<file path="src/rtl/leaf_uplink_tx.sv">
// Leaf-to-spine uplink transmitter: packetizes requests into header + payload flits under credit flow control.
// Optional `UPLINK_STATS_EN adds tx_flit_count_o / stall_count_o activity counters.
module leaf_uplink_tx #(
  parameter logic [3:0] GROUP_ID   = 4'b0011,
  parameter int         LEAF_ID    = 0,
  parameter int         DWIDTH     = 16,
  parameter int         FIFO_DEPTH = 8,
  localparam int        CW         = $clog2(FIFO_DEPTH + 1)
) (
  input  logic              clk_i,
  input  logic              rst_n_i,
  input  logic              req_valid_i,
  output logic              req_ready_o,
  input  logic [3:0]        req_dest_group_i,
  input  logic [1:0]        req_dest_leaf_i,
  input  logic [3:0]        req_len_i,
  input  logic [DWIDTH-1:0] pay_data_i,
  input  logic              pay_valid_i,
  output logic              pay_ready_o,
  output logic [DWIDTH-1:0] link_out_data_o,
  output logic              link_out_valid_o,
  input  logic              link_credit_return_i,
  output logic [CW-1:0]     credits_o,
`ifdef UPLINK_STATS_EN
  output logic [15:0]       tx_flit_count_o,
  output logic [15:0]       stall_count_o,
`endif
  output logic              err_credit_ovf_o,
  output logic              busy_o
);

  typedef enum logic [1:0] {IDLE, HDR, BODY} state_e;

  typedef struct packed {
    logic [3:0] grp;
    logic [1:0] leaf;
    logic [3:0] len;
  } req_t;

  localparam logic [CW-1:0] DEPTH_C = CW'(FIFO_DEPTH);
  localparam logic [1:0]    LEAF_C  = 2'(LEAF_ID);

  state_e            state_q, state_d;
  req_t              req_q, req_d;
  logic [3:0]        rem_q, rem_d;
  logic [CW-1:0]     cred_q, cred_d;
  logic [DWIDTH-1:0] data_q, data_d;
  logic              vld_q, vld_d;
  logic              ovf_q, ovf_d;
  logic              consume, credit_ok;
  logic [15:0]       hdr;

  // Gating uses the registered count only; a return this cycle cannot fund a flit this cycle.
  assign credit_ok = (cred_q != '0);
  assign hdr       = {req_q.grp, req_q.leaf, LEAF_C, GROUP_ID, req_q.len};

  always_comb begin
    state_d     = state_q;
    req_d       = req_q;
    rem_d       = rem_q;
    data_d      = data_q;
    vld_d       = 1'b0;
    consume     = 1'b0;
    req_ready_o = 1'b0;
    pay_ready_o = 1'b0;
    unique case (state_q)
      IDLE: begin
        req_ready_o = 1'b1;
        if (req_valid_i) begin
          req_d   = '{grp: req_dest_group_i, leaf: req_dest_leaf_i, len: req_len_i};
          state_d = HDR;
        end
      end
      HDR: begin
        if (credit_ok) begin
          data_d  = DWIDTH'(hdr);
          vld_d   = 1'b1;
          consume = 1'b1;
          if (req_q.len == 4'd0) begin
            state_d = IDLE;
          end else begin
            rem_d   = req_q.len;
            state_d = BODY;
          end
        end
      end
      BODY: begin
        pay_ready_o = credit_ok;
        if (pay_valid_i && credit_ok) begin
          data_d  = pay_data_i;
          vld_d   = 1'b1;
          consume = 1'b1;
          rem_d   = rem_q - 4'd1;
          if (rem_q == 4'd1) state_d = IDLE;
        end
      end
      default: state_d = IDLE;
    endcase
  end

  // Consume and return in one cycle cancel; a lone return at full count is an overflow.
  always_comb begin
    cred_d = cred_q;
    ovf_d  = ovf_q;
    if (consume && !link_credit_return_i) begin
      cred_d = cred_q - CW'(1);
    end else if (!consume && link_credit_return_i) begin
      if (cred_q == DEPTH_C) ovf_d = 1'b1;
      else                   cred_d = cred_q + CW'(1);
    end
  end

  always_ff @(posedge clk_i or negedge rst_n_i) begin
    if (!rst_n_i) begin
      state_q <= IDLE;
      req_q   <= '0;
      rem_q   <= '0;
      cred_q  <= DEPTH_C;
      data_q  <= '0;
      vld_q   <= 1'b0;
      ovf_q   <= 1'b0;
    end else begin
      state_q <= state_d;
      req_q   <= req_d;
      rem_q   <= rem_d;
      cred_q  <= cred_d;
      data_q  <= data_d;
      vld_q   <= vld_d;
      ovf_q   <= ovf_d;
    end
  end

`ifdef UPLINK_STATS_EN
  logic [15:0] txc_q, stc_q;

  always_ff @(posedge clk_i or negedge rst_n_i) begin
    if (!rst_n_i) begin
      txc_q <= '0;
      stc_q <= '0;
    end else begin
      if (vld_q) txc_q <= txc_q + 16'd1;
      if ((state_q != IDLE) && !credit_ok) stc_q <= stc_q + 16'd1;
    end
  end

  assign tx_flit_count_o = txc_q;
  assign stall_count_o   = stc_q;
`endif

  assign link_out_data_o  = data_q;
  assign link_out_valid_o = vld_q;
  assign credits_o        = cred_q;
  assign err_credit_ovf_o = ovf_q;
  assign busy_o           = (state_q != IDLE);

endmodule

</file>
<file path="config.mk">
export PLATFORM = sky130hd
export DESIGN_NAME = leaf_uplink_tx
export DESIGN_NICKNAME = d
export VERILOG_FILES = /design/src/rtl/leaf_uplink_tx.sv
export SDC_FILE = /design/constraint.sdc
export NUM_CORES = 1
export LEC_CHECK = 0
export BUFFER_PORTS_ARGS = -buffer_cell sky130_fd_sc_hd__buf_2
export CAP_MARGIN = 40
export CORE_ASPECT_RATIO = 2
export CORE_MARGIN = 2
export CORE_UTILIZATION = 28
export DETAILED_ROUTE_END_ITERATION = 12
export PLACE_DENSITY = 0.57
export SLEW_MARGIN = 20
export SYNTH_ARGS = -nofsm -noshare
export SYNTH_HDL_FRONTEND = slang
export SYNTH_SLANG_ARGS = --single-unit
export TNS_END_PERCENT = 1
</file>
<file path="constraint.sdc">
create_clock -name clk_i -period 7.8 [get_ports clk_i]
set_input_delay 1.17 -clock clk_i [delete_from_list [all_inputs] [get_ports clk_i]]
set_output_delay 1.17 -clock clk_i [all_outputs]
set_load 0.02 [all_outputs]
</file>
==> results of run 1 <==
==> power by group through the flow <==
| stage | clock network (W) | registers [W] | logic, W |
|---|---|---|---|
| floorplan | 0 | 0.000425 | 0.000379 |
| global placement | 0 | 0.000383 | 0.000547 |
| detailed placement | 0 | 0.000387 | 0.000572 |
| CTS | 0.000242 | 0.000384 | 0.000573 |
| global route | 0.000249 | 0.000398 | 0.000628 |
| finish | 0.000234 | 0.000381 | 0.000565 |
==> per-layer routing <==
layer | up-vias | track usage [%]
met5 | - | 0
met4 | 0 | 6.93
met3 | 7 | 3.76
met2 | 59 | 22.2
met1 | 711 | 13.5
li1 | 742 | -
==> registers in the layout (all words and copies together) (netlist names) <==
register          count
credits_o             4
link_out_data_o      16
err_credit_ovf_o      1
state_q               2
hdr                  10
rem_q                 4
link_out_valid_o      1
==> kinds of logic (layout without fill, tap and decap cells) <==
logic type	count (synthesis)	after routing
AND/OR/NAND/NOR	45	45
AO/OA/AOI/OAI	41	41
flip-flops	38	38
multiplexers	22	22
buffers and inverters	18	75
adder cells (fa/ha/maj)	9	9
XOR/XNOR	4	4
==> worst max-delay path, cell delays in order, from the launching register on <==
cell and delay, ns:
dfrtp_1 0.38, inv_1 0.10, ha_1 0.41, inv_1 0.13, nor2_1 0.13, buf_2 0.17
==> path summary, 6_finish.rpt <==
kind | start | endpoint | slack [ns] | depth (start not counted)
setup / recovery | state_q[0]$_DFFE_PN0P_ | pay_ready_o | 5.03 | 5
hold / removal | link_out_data_o[0]$_DFFE_PN0P_ | link_out_data_o[0]$_DFFE_PN0P_ | 0.48 | 2
setup reg to reg | state_q[0]$_DFFE_PN0P_ | credits_o[2]$_DFFE_PN0P_ | 5.33 | 12
hold reg to reg | link_out_data_o[0]$_DFFE_PN0P_ | link_out_data_o[0]$_DFFE_PN0P_ | 0.48 | 2
max in group asynchronous | rst_n_i | credits_o[3]$_DFFE_PN1P_ | 6.45 | 2
min in group asynchronous | rst_n_i | link_out_data_o[4]$_DFFE_PN0P_ | 0.82 | 1
==> cell type report <==
cell class	count	area share [%]
inverters	10	1.48
flip-flops and latches	38	37.6
repair buffers	58	13.1
clock buffers	6	5.48
multi-input cells	121	36.7
well taps	90	4.45
clock inverters	1	1.19
==> per-stage QoR <==
step                      power [W]  instances  setup slack, ns  hold slack [ns]
after floorplan            0.000805        177             5.20            0.479
after global placement     0.000930        314             4.79            0.460
after detailed placement   0.000959        317             4.91            0.466
after CTS                   0.00120        324             5.02            0.481
after global routing        0.00127        324             4.90            0.500
final                       0.00118        324             5.03            0.476
==> layout by cell type (no fill, tap or decap), types with 2 or more instances in the layout <==
| master | count |
|---|---|
| nor2_1 | 5 |
| o21ai_0 | 3 |
| o22a_1 | 2 |
| nand2_1 | 19 |
| dfrtp_1 | 37 |
| mux2_2 | 11 |
| a22o_1 | 4 |
| ha_1 | 9 |
| a31oi_1 | 2 |
| xnor2_1 | 2 |
| o21a_1 | 2 |
| o21ai_2 | 10 |
| nor3_1 | 3 |
| xor2_1 | 2 |
| mux2i_1 | 10 |
| o211ai_1 | 2 |
| buf_8 | 2 |
| nor2b_1 | 3 |
| inv_1 | 10 |
| clkbuf_16 | 5 |
| nand3_1 | 2 |
| buf_2 | 55 |
| nand2b_1 | 4 |
| a21oi_1 | 8 |
==> cell usage after synthesis, types with 3 or more instances <==
master	n	area share (%)
a21oi_1	8	2.0
a22o_1	4	1.8
buf_2	3	0.76
dfrtp_1	37	47
ha_1	9	5.7
inv_1	10	1.9
mux2_2	11	6.3
mux2i_1	10	5.1
nand2_1	19	3.6
nand2b_1	4	1.3
nor2_1	5	0.96
nor2b_1	3	0.96
nor3_1	3	0.76
o21ai_0	3	0.76
o21ai_2	10	4.5
==> run_results.csv, run 1 <==
group,metric,value,unit
synthesis,async_reset_ff_share,100,%
timing,fin_tns_setup,0,ns
worst_setup_path,arrival,1.60,ns
synthesis,synth-xor-area-share,1.78,%
route,wl_met3,279,um
timing,slew_violations,0,
route,wl_met1,1670,um
global_route,grt_pass1_wl,7320,um
route,drtIter0Drc,45,
timing,setup_violations,0,
floorplan,row_count,43,
cts,root_buffer,"clkbuf_16",
finish,drive_gt1_share,38.5,%
timing,finalCritPeriodShare,35.6,%
synthesis,netlist_area,1960,um^2
route,drc,0,
finish,final_nets,274,
synthesis,synth-edff-count,0,
finish,n_antenna_cell,0,
finish,multi_input_area,928,um^2
route,wl_met2,2350,um
timing,rsz0062_at_grt,"false",
timing,final.min_clock_period,2.77,ns
cts,cts_tree,"done",
cts,clockBufferDepth,2,
placed_design,dp_hpwl,3500,um
placed_design,dpl_cell_area,2360,um^2
power,switching_share,40.7,%
global_route,grt_max_degree,24,
floorplan,pin_count,56,
placed_design,port-buffer-count,55,
route,ant_nets,0,
cts,cts_setup_buffers,0,
placed_design,gp_congestion,0.744,
synthesis,syn_nets,217,
cts,clk_latency,0.28,ns
job,drv_cap,0,
outcome,status,"finished clean",
route,highest_layer,"met4",
route,vias,1519,
power,intPower,0.000701,W
worst_setup_path,worst_ep_required_time,6.63,ns
worst_setup_path,start_kind,"flip-flop",
route,dr.pass1.iters,4,
power,p_comb_share,47.9,%
worst_setup_path,crit_path_end_kind,"output port",
route,viasPerCell,4.69,
synthesis,synth_mux_area_share,12.0,%
floorplan,die_area,7740,um^2
finish,utilization,36.8,%
synthesis,synth_top_family_by_area,"compound AO/OA/AOI/OAI gates",
finish,regArea,952,um^2
worst_setup_path,crit_path_max_fanout,11,
power,p_sw,0.000480,W
finish,stdcell_area,2530,um^2
cts,cts_buffers,5,
synthesis,syn_inst,177,
route,wl,4400,um
synthesis,yosysWarnings,0,
global_route,grt_pass1_vias,1507,
cts,hold_buffers,0,
synthesis,ys_seq_area_share,48.5,%
power,seq_power_share,32.3,%
global_route,track_usage,12.7,%
hold_path,min_path_type,"flip-flop to flip-flop",
cts,cts_sinks,38,
cts,postCtsResizedCells,0,
worst_setup_path,crit_type,"flip-flop to output port",
synthesis,synthAdderAreaFrac,5.73,%
timing,relSlewSlack,71.4,%
synthesis,synth-compound-area-share,15.5,%
floorplan,die_w,63.2,um
timing,worstMarginPinSlew,0.429,ns
power,clkPwrFrac,19.8,%
power,leakagePower,1.19,nW
synthesis,ys_ff_latch,38,
floorplan,chipHeight,122,um
timing,max_freq,0.360,GHz
floorplan,core,6890,um^2
timing,finClkSkew,0.00339,ns
floorplan,start_util,28.5,%
synthesis,synth_flop_cell,"dfrtp_1",
power,vdd_drop_max,0.000195,V
power,p_per_area,466,nW/um^2
synthesis,syn_avg_cell_area,11.1,um^2
route,wl_per_cell,13.6,um
synthesis,yosys.cell_types.count,45,
synthesis,synth-simple-area-share,12.3,%
global_route,grt_overflow_total,0,
timing,finalHoldViolCount,0,
finish,area_delta_synth_final,28.9,%
global_route,antenna_found_initial,0,
cts,clk_pin_slew_worst_paths,0.06,ns
finish,n_fill_cell,751,
cts,cts_htree_levels,2,
(Power assumes the default switching activity.)
==> run 2, diff against run 1 <==
==> constraint.sdc (replaced) <==
create_clock -name clk_i -period 2.6 [get_ports clk_i]
set_input_delay 0.39 -clock clk_i [delete_from_list [all_inputs] [get_ports clk_i]]
set_output_delay 0.39 -clock clk_i [all_outputs]
set_load 0.02 [all_outputs]
==> run 2 against run 1 <==
Worst hold slack lost 0.47 ns. Core utilization fell by 0.65 points. Power grew to 2.9 times the previous value. Clock power is 150% higher. Largest cell class unchanged. Sequential share of layout area increased by 0.68 points. Cell area down 1.8%. Critical endpoint is now credits_o[2]$_DFFE_PN0P_. Die area is the same. Cell count increased by 0.62%. Count of clock-buffer cells in the layout unchanged. Critical path depth is 6 higher. Sequential cell count unchanged.
==> run_results.csv, run 2 (synthesis gave the netlist of run 1 again) <==
group,metric,value,unit
power,p_per_area,1370,nW/um^2
worst_setup_path,crit_path_max_fanout,8,
cts,cts_buffers,5,
worst_setup_path,r2r-start,"credits_o[0]$_DFFE_PN0P_",
worst_setup_path,arrival,2.54,ns
hold_path,min_path_type,"input pin to asynchronous set/reset pin",
cts,clk_latency,0.28,ns
timing,finalHoldViolCount,0,
finish,area_delta_synth_final,26.6,%
worst_setup_path,worst_ep_required_time,2.80,ns
placed_design,port-buffer-count,55,
worst_setup_path,slowest_stage,"dfrtp_1",
worst_setup_path,crit_type,"flip-flop to flip-flop",
timing,fin_hold_ws,0.00848,ns
route,viasPerCell,4.50,
timing,fin_ws,0.259,ns
placed_design,post-place-ws,0.266,ns
route,drtIter0Drc,23,
route,drc,0,
worst_setup_path,r2r-end,"credits_o[2]$_DFFE_PN0P_",
finish,final_cell_mix,"55 x buf_2, 37 x dfrtp_1, 19 x nand2_1, 11 x mux2_2",
outcome,status,"finished clean",
placed_design,gp_congestion,0.718,
global_route,grt_max_degree,27,
finish,drive_gt1_share,38.6,%
floorplan,core,6890,um^2
global_route,grt_pass1_vias,1532,
timing,slew_violations,0,
cts,clk_pin_slew_worst_paths,0.06,ns
worst_setup_path,cp_num_buf_inv,1,
power,vdd_drop_max,0.000630,V
finish,largest_reg_flops,16,
timing,final.min_clock_period,2.34,ns
finish,stdcell_area,2490,um^2
timing,rsz0062_at_grt,"false",
power,intPower,0.00197,W
worst_setup_path,crit_path_end_kind,"flip-flop",
route,wl,4440,um
power,seq_power_share,33.0,%
global_route,track_usage,12.4,%
floorplan,start_util,28.5,%
power,leakagePower,1.17,nW
worst_setup_path,critPathTopFamily,"simple AND/OR/NAND/NOR gates",
timing,relSlewSlack,69.6,%
worst_setup_path,cpPeakStageDelay,0.47,ns
floorplan,chipHeight,122,um
finish,n_antenna_cell,0,
timing,max_freq,0.427,GHz
timing,setup_violations,0,
finish,final_nets,275,
route,dr.pass1.iters,5,
cts,cts_sinks,38,
timing,finClkSkew,0.00696,ns
timing,worstMarginPinSlew,0.455,ns
cts,root_buffer,"clkbuf_16",
placed_design,dpl_cell_area,2350,um^2
floorplan,row_count,43,
floorplan,die_w,63.2,um
cts,cts_tree,"done",
timing,fin_tns_setup,0,ns
power,switching_share,42.2,%
worst_setup_path,start_kind,"flip-flop",
global_route,antenna_found_initial,0,
floorplan,die_area,7740,um^2
worst_setup_path,ff2ff_setup_slack,0.26,ns
cts,cts_setup_buffers,0,
worst_setup_path,crit_chain,"nor3_1 > nand2b_1 > nand3_1 > inv_1 > ha_1 > xor2_1 > ha_1 > a21oi_1 > xnor2_1 > a21oi_1 > a31oi_1",
cts,cts_htree_levels,2,
placed_design,dp_hpwl,3540,um
power,p_sw,0.00143,W
cts,postCtsResizedCells,0,
finish,layout_commonest_cell,"buf_2",
timing,finalCritPeriodShare,90.0,%
cts,hold_buffers,0,
worst_setup_path,reg2reg_depth,11,
power,p_comb_share,49.9,%
global_route,grt_overflow_total,0,
route,ant_nets,0,
finish,utilization,36.1,%
job,drv_cap,0,
route,vias,1468,
power,clkPwrFrac,17.1,%
floorplan,pin_count,56,
cts,clockBufferDepth,2,
global_route,grt_pass1_wl,7270,um
route,wl_per_cell,13.6,um
run 2: routing by layer:
| metal | up-vias | wire (um) | track usage, % |
|---|---|---|---|
| li1 | 742 | - | - |
| met1 | 673 | 1620 | 12.6 |
| met2 | 43 | 2430 | 22.5 |
| met3 | 10 | 261 | 4.12 |
| met4 | 0 | 125 | 6.25 |
| met5 | - | 0 | 0 |
run 2: cell type report:
type / count / area (um^2)
clock buffer: 6 / 129
tap: 90 / 113
multi-input combinational: 121 / 928
timing repair buffer: 59 / 318
inverter: 10 / 37.5
fill: 741 / 4400
clock inverter: 2 / 10.0
sequential: 38 / 952
run 2: metrics by stage:
stage,total power [W],cells
5_1_grt,0.00369,326
3_3_place_gp,0.00284,317
6_report,0.00340,326
4_1_cts,0.00347,326
2_1_floorplan,0.00241,177
3_5_place_dp,0.00287,318
run 2: power by group through the flow:
stage                     combinational (W)  clock [W]  sequential (W)
after floorplan                     0.00114          0         0.00128
after global placement              0.00171          0         0.00113
after detailed placement            0.00173          0         0.00114
after CTS                           0.00173   0.000605         0.00113
after global routing                0.00188   0.000636         0.00117
final                               0.00169   0.000581         0.00112
run 2: worst max path at each step:
stage	start	endpoint	slack, ns	depth (start not counted)
final	credits_o[0]$_DFFE_PN0P_	credits_o[2]$_DFFE_PN0P_	0.26	11
after CTS	credits_o[0]$_DFFE_PN0P_	credits_o[2]$_DFFE_PN0P_	0.25	11
after floorplan	state_q[0]$_DFFE_PN0P_	credits_o[3]$_DFFE_PN1P_	0.15	12
after global routing	credits_o[0]$_DFFE_PN0P_	credits_o[2]$_DFFE_PN0P_	0.02	11
after global placement	credits_o[0]$_DFFE_PN0P_	credits_o[2]$_DFFE_PN0P_	0.33	11
after detailed placement	credits_o[0]$_DFFE_PN0P_	credits_o[2]$_DFFE_PN0P_	0.27	11
==> run 3, diff against run 2 <==
==> constraint.sdc (replaced) <==
create_clock -name clk_i -period 3 [get_ports clk_i]
set_input_delay 0.45 -clock clk_i [delete_from_list [all_inputs] [get_ports clk_i]]
set_output_delay 0.45 -clock clk_i [all_outputs]
set_load 0.02 [all_outputs]
==> run 3 against run 2 <==
Die area did not move. Cell area grew 1.7%. Wire length grew 2.3%. Core utilization grew 0.60 points. Count of clock-buffer cells in the layout is 1 higher. Setup slack improved by 0.37 ns. Clock skew decreased by 0.00074 ns. Critical path depth unchanged. Largest power group unchanged. Critical endpoint unchanged.
==> run_results.csv, run 3 (synthesis gave the netlist of run 1 again) <==
group,metric,value,unit
outcome,status,"finished clean",
cts,cts_tree,"done",
timing,fin_tns_setup,0,ns
cts,cts_htree_levels,2,
finish,final_nets,274,
route,drc,0,
finish,largest_reg_flops,16,
placed_design,dp.cells,317,
cts,postCtsResizedCells,0,
cts,root_buffer,"clkbuf_16",
power,p_sw,0.00125,W
timing,rsz0062_at_grt,"false",
placed_design,gp_congestion,0.720,
power,p_comb_share,47.6,%
placed_design,port-buffer-count,55,
global_route,antenna_found_initial,0,
power,intPower,0.00182,W
route,vias,1494,
cts,cts_setup_buffers,0,
finish,drive_gt1_share,38.3,%
finish,stdcell_area,2530,um^2
power,seq_power_share,32.3,%
worst_setup_path,crit_type,"flip-flop to flip-flop",
global_route,track_usage,12.8,%
worst_setup_path,crit_path_max_fanout,8,
timing,finalHoldViolCount,0,
global_route,grt_max_degree,23,
cts,clk_pin_slew_worst_paths,0.06,ns
global_route,grt_overflow_total,0,
timing,final.min_clock_period,2.37,ns
placed_design,dp_hpwl,3610,um
worst_setup_path,crit_path_end_kind,"flip-flop",
power,leakagePower,1.19,nW
floorplan,pin_count,56,
power,switching_share,40.8,%
global_route,grt_pass1_vias,1558,
worst_setup_path,arrival,2.58,ns
floorplan,die_w,63.2,um
finish,final_cell_mix,"55 x buf_2, 37 x dfrtp_1, 19 x nand2_1, 11 x mux2_2",
placed_design,dpl_cell_area,2360,um^2
timing,max_freq,0.421,GHz
timing,slew_violations,0,
timing,setup_violations,0,
timing,relSlewSlack,69.6,%
timing,finClkSkew,0.00622,ns
timing,finalCritPeriodShare,79.2,%
job,drv_cap,0,
finish,n_antenna_cell,0,
route,drtIter0Drc,39,
cts,cts_sinks,38,
floorplan,core,6890,um^2
power,p_per_area,1220,nW/um^2
worst_setup_path,start_kind,"flip-flop",
cts,clk_latency,0.28,ns
floorplan,start_util,28.5,%
route,dr.pass1.iters,4,
cts,cts_buffers,5,
floorplan,chipHeight,122,um
floorplan,die_area,7740,um^2
finish,layout_commonest_cell,"buf_2",
route,viasPerCell,4.60,
route,wl_per_cell,14.0,um
cts,hold_buffers,0,
timing,worstMarginPinSlew,0.456,ns
floorplan,row_count,43,
global_route,grt_pass1_wl,7470,um
worst_setup_path,crit_chain,"nor3_1 > nand2b_1 > nand3_1 > inv_1 > ha_1 > xor2_1 > ha_1 > a21oi_1 > xnor2_1 > a21oi_1 > a31oi_1",
worst_setup_path,worst_ep_required_time,3.21,ns
finish,fin_cells,325,
finish,area_delta_synth_final,28.7,%
power,vdd_drop_max,0.000473,V
worst_setup_path,cpPeakStageDelay,0.49,ns
hold_path,min_path_type,"input pin to asynchronous set/reset pin",
route,wl,4540,um
cts,clockBufferDepth,2,
power,clkPwrFrac,20.1,%
worst_setup_path,slowest_stage,"dfrtp_1",
route,ant_nets,0,
==> run 3: cell types whose count changed in the layout (fill, tap and decap cells not counted) <==
cell	delta
buf_4	-2
clkinv_2	-2
buf_12	-1
buf_16	+1
buf_8	+1
bufinv_16	+1
clkbuf_8	+1
==> run 3: layout make-up <==
type | instances | area, um^2
Inverter | 10 | 37.5
Multi-Input combinational cell | 121 | 928
Sequential cell | 38 | 952
Timing Repair Buffer | 58 | 325
Clock inverter | 1 | 30.0
Tap cell | 90 | 113
Fill cell | 731 | 4360
Clock buffer | 7 | 143
==> run 3: metrics by stage <==
step	setup slack [ns]	total power (W)	util, %	hold slack [ns]
after global routing	0.347	0.00332	36.7	0.130
after detailed placement	0.643	0.00250	34.2	0.422
after CTS	0.622	0.00313	36.7	0.115
after global placement	0.731	0.00243	33.6	0.456
after floorplan	0.548	0.00209	-	0.154
final	0.625	0.00308	36.7	0.109
==> run 3: metal layers <==
metal	wire (um)	track usage [%]	share of wire, %
met5	0	0	0
met3	177	2.66	3.9
met1	1730	13.2	38
met2	2520	23.7	56
met4	113	6.93	2.5
==> run 3: worst paths after layout <==
check	from	end	slack, ns	depth (start not counted)
worst min-delay path	rst_n_i	link_out_data_o[4]$_DFFE_PN0P_	0.11	1
worst min register to register	link_out_data_o[1]$_DFFE_PN0P_	link_out_data_o[1]$_DFFE_PN0P_	0.47	2
worst max register to register	credits_o[0]$_DFFE_PN0P_	credits_o[2]$_DFFE_PN0P_	0.63	11
max in group asynchronous	rst_n_i	credits_o[3]$_DFFE_PN1P_	2.34	2
min in group clk_i	pay_data_i[5]	link_out_data_o[5]$_DFFE_PN0P_	0.38	2
worst max-delay path	credits_o[0]$_DFFE_PN0P_	credits_o[2]$_DFFE_PN0P_	0.63	11
==> run 3: power by group through the flow <==
stage	logic, W	registers (W)	clock network [W]
after floorplan	0.000987	0.00111	0
after global placement	0.00143	0.000994	0
after detailed placement	0.00149	0.00101	0
after CTS	0.00149	0.000998	0.000638
after global routing	0.00162	0.00103	0.000666
final	0.00146	0.000993	0.000617
==> run 3: worst max-delay path, delay by kind of cell (launching register included) <==
family,cells,cell delay [ns]
buffers and inverters,1,0.08
AND/OR/NAND/NOR,3,0.57
XOR/XNOR,2,0.32
adder cells (fa/ha/maj),2,0.43
flip-flops,1,0.49
AO/OA/AOI/OAI,3,0.38
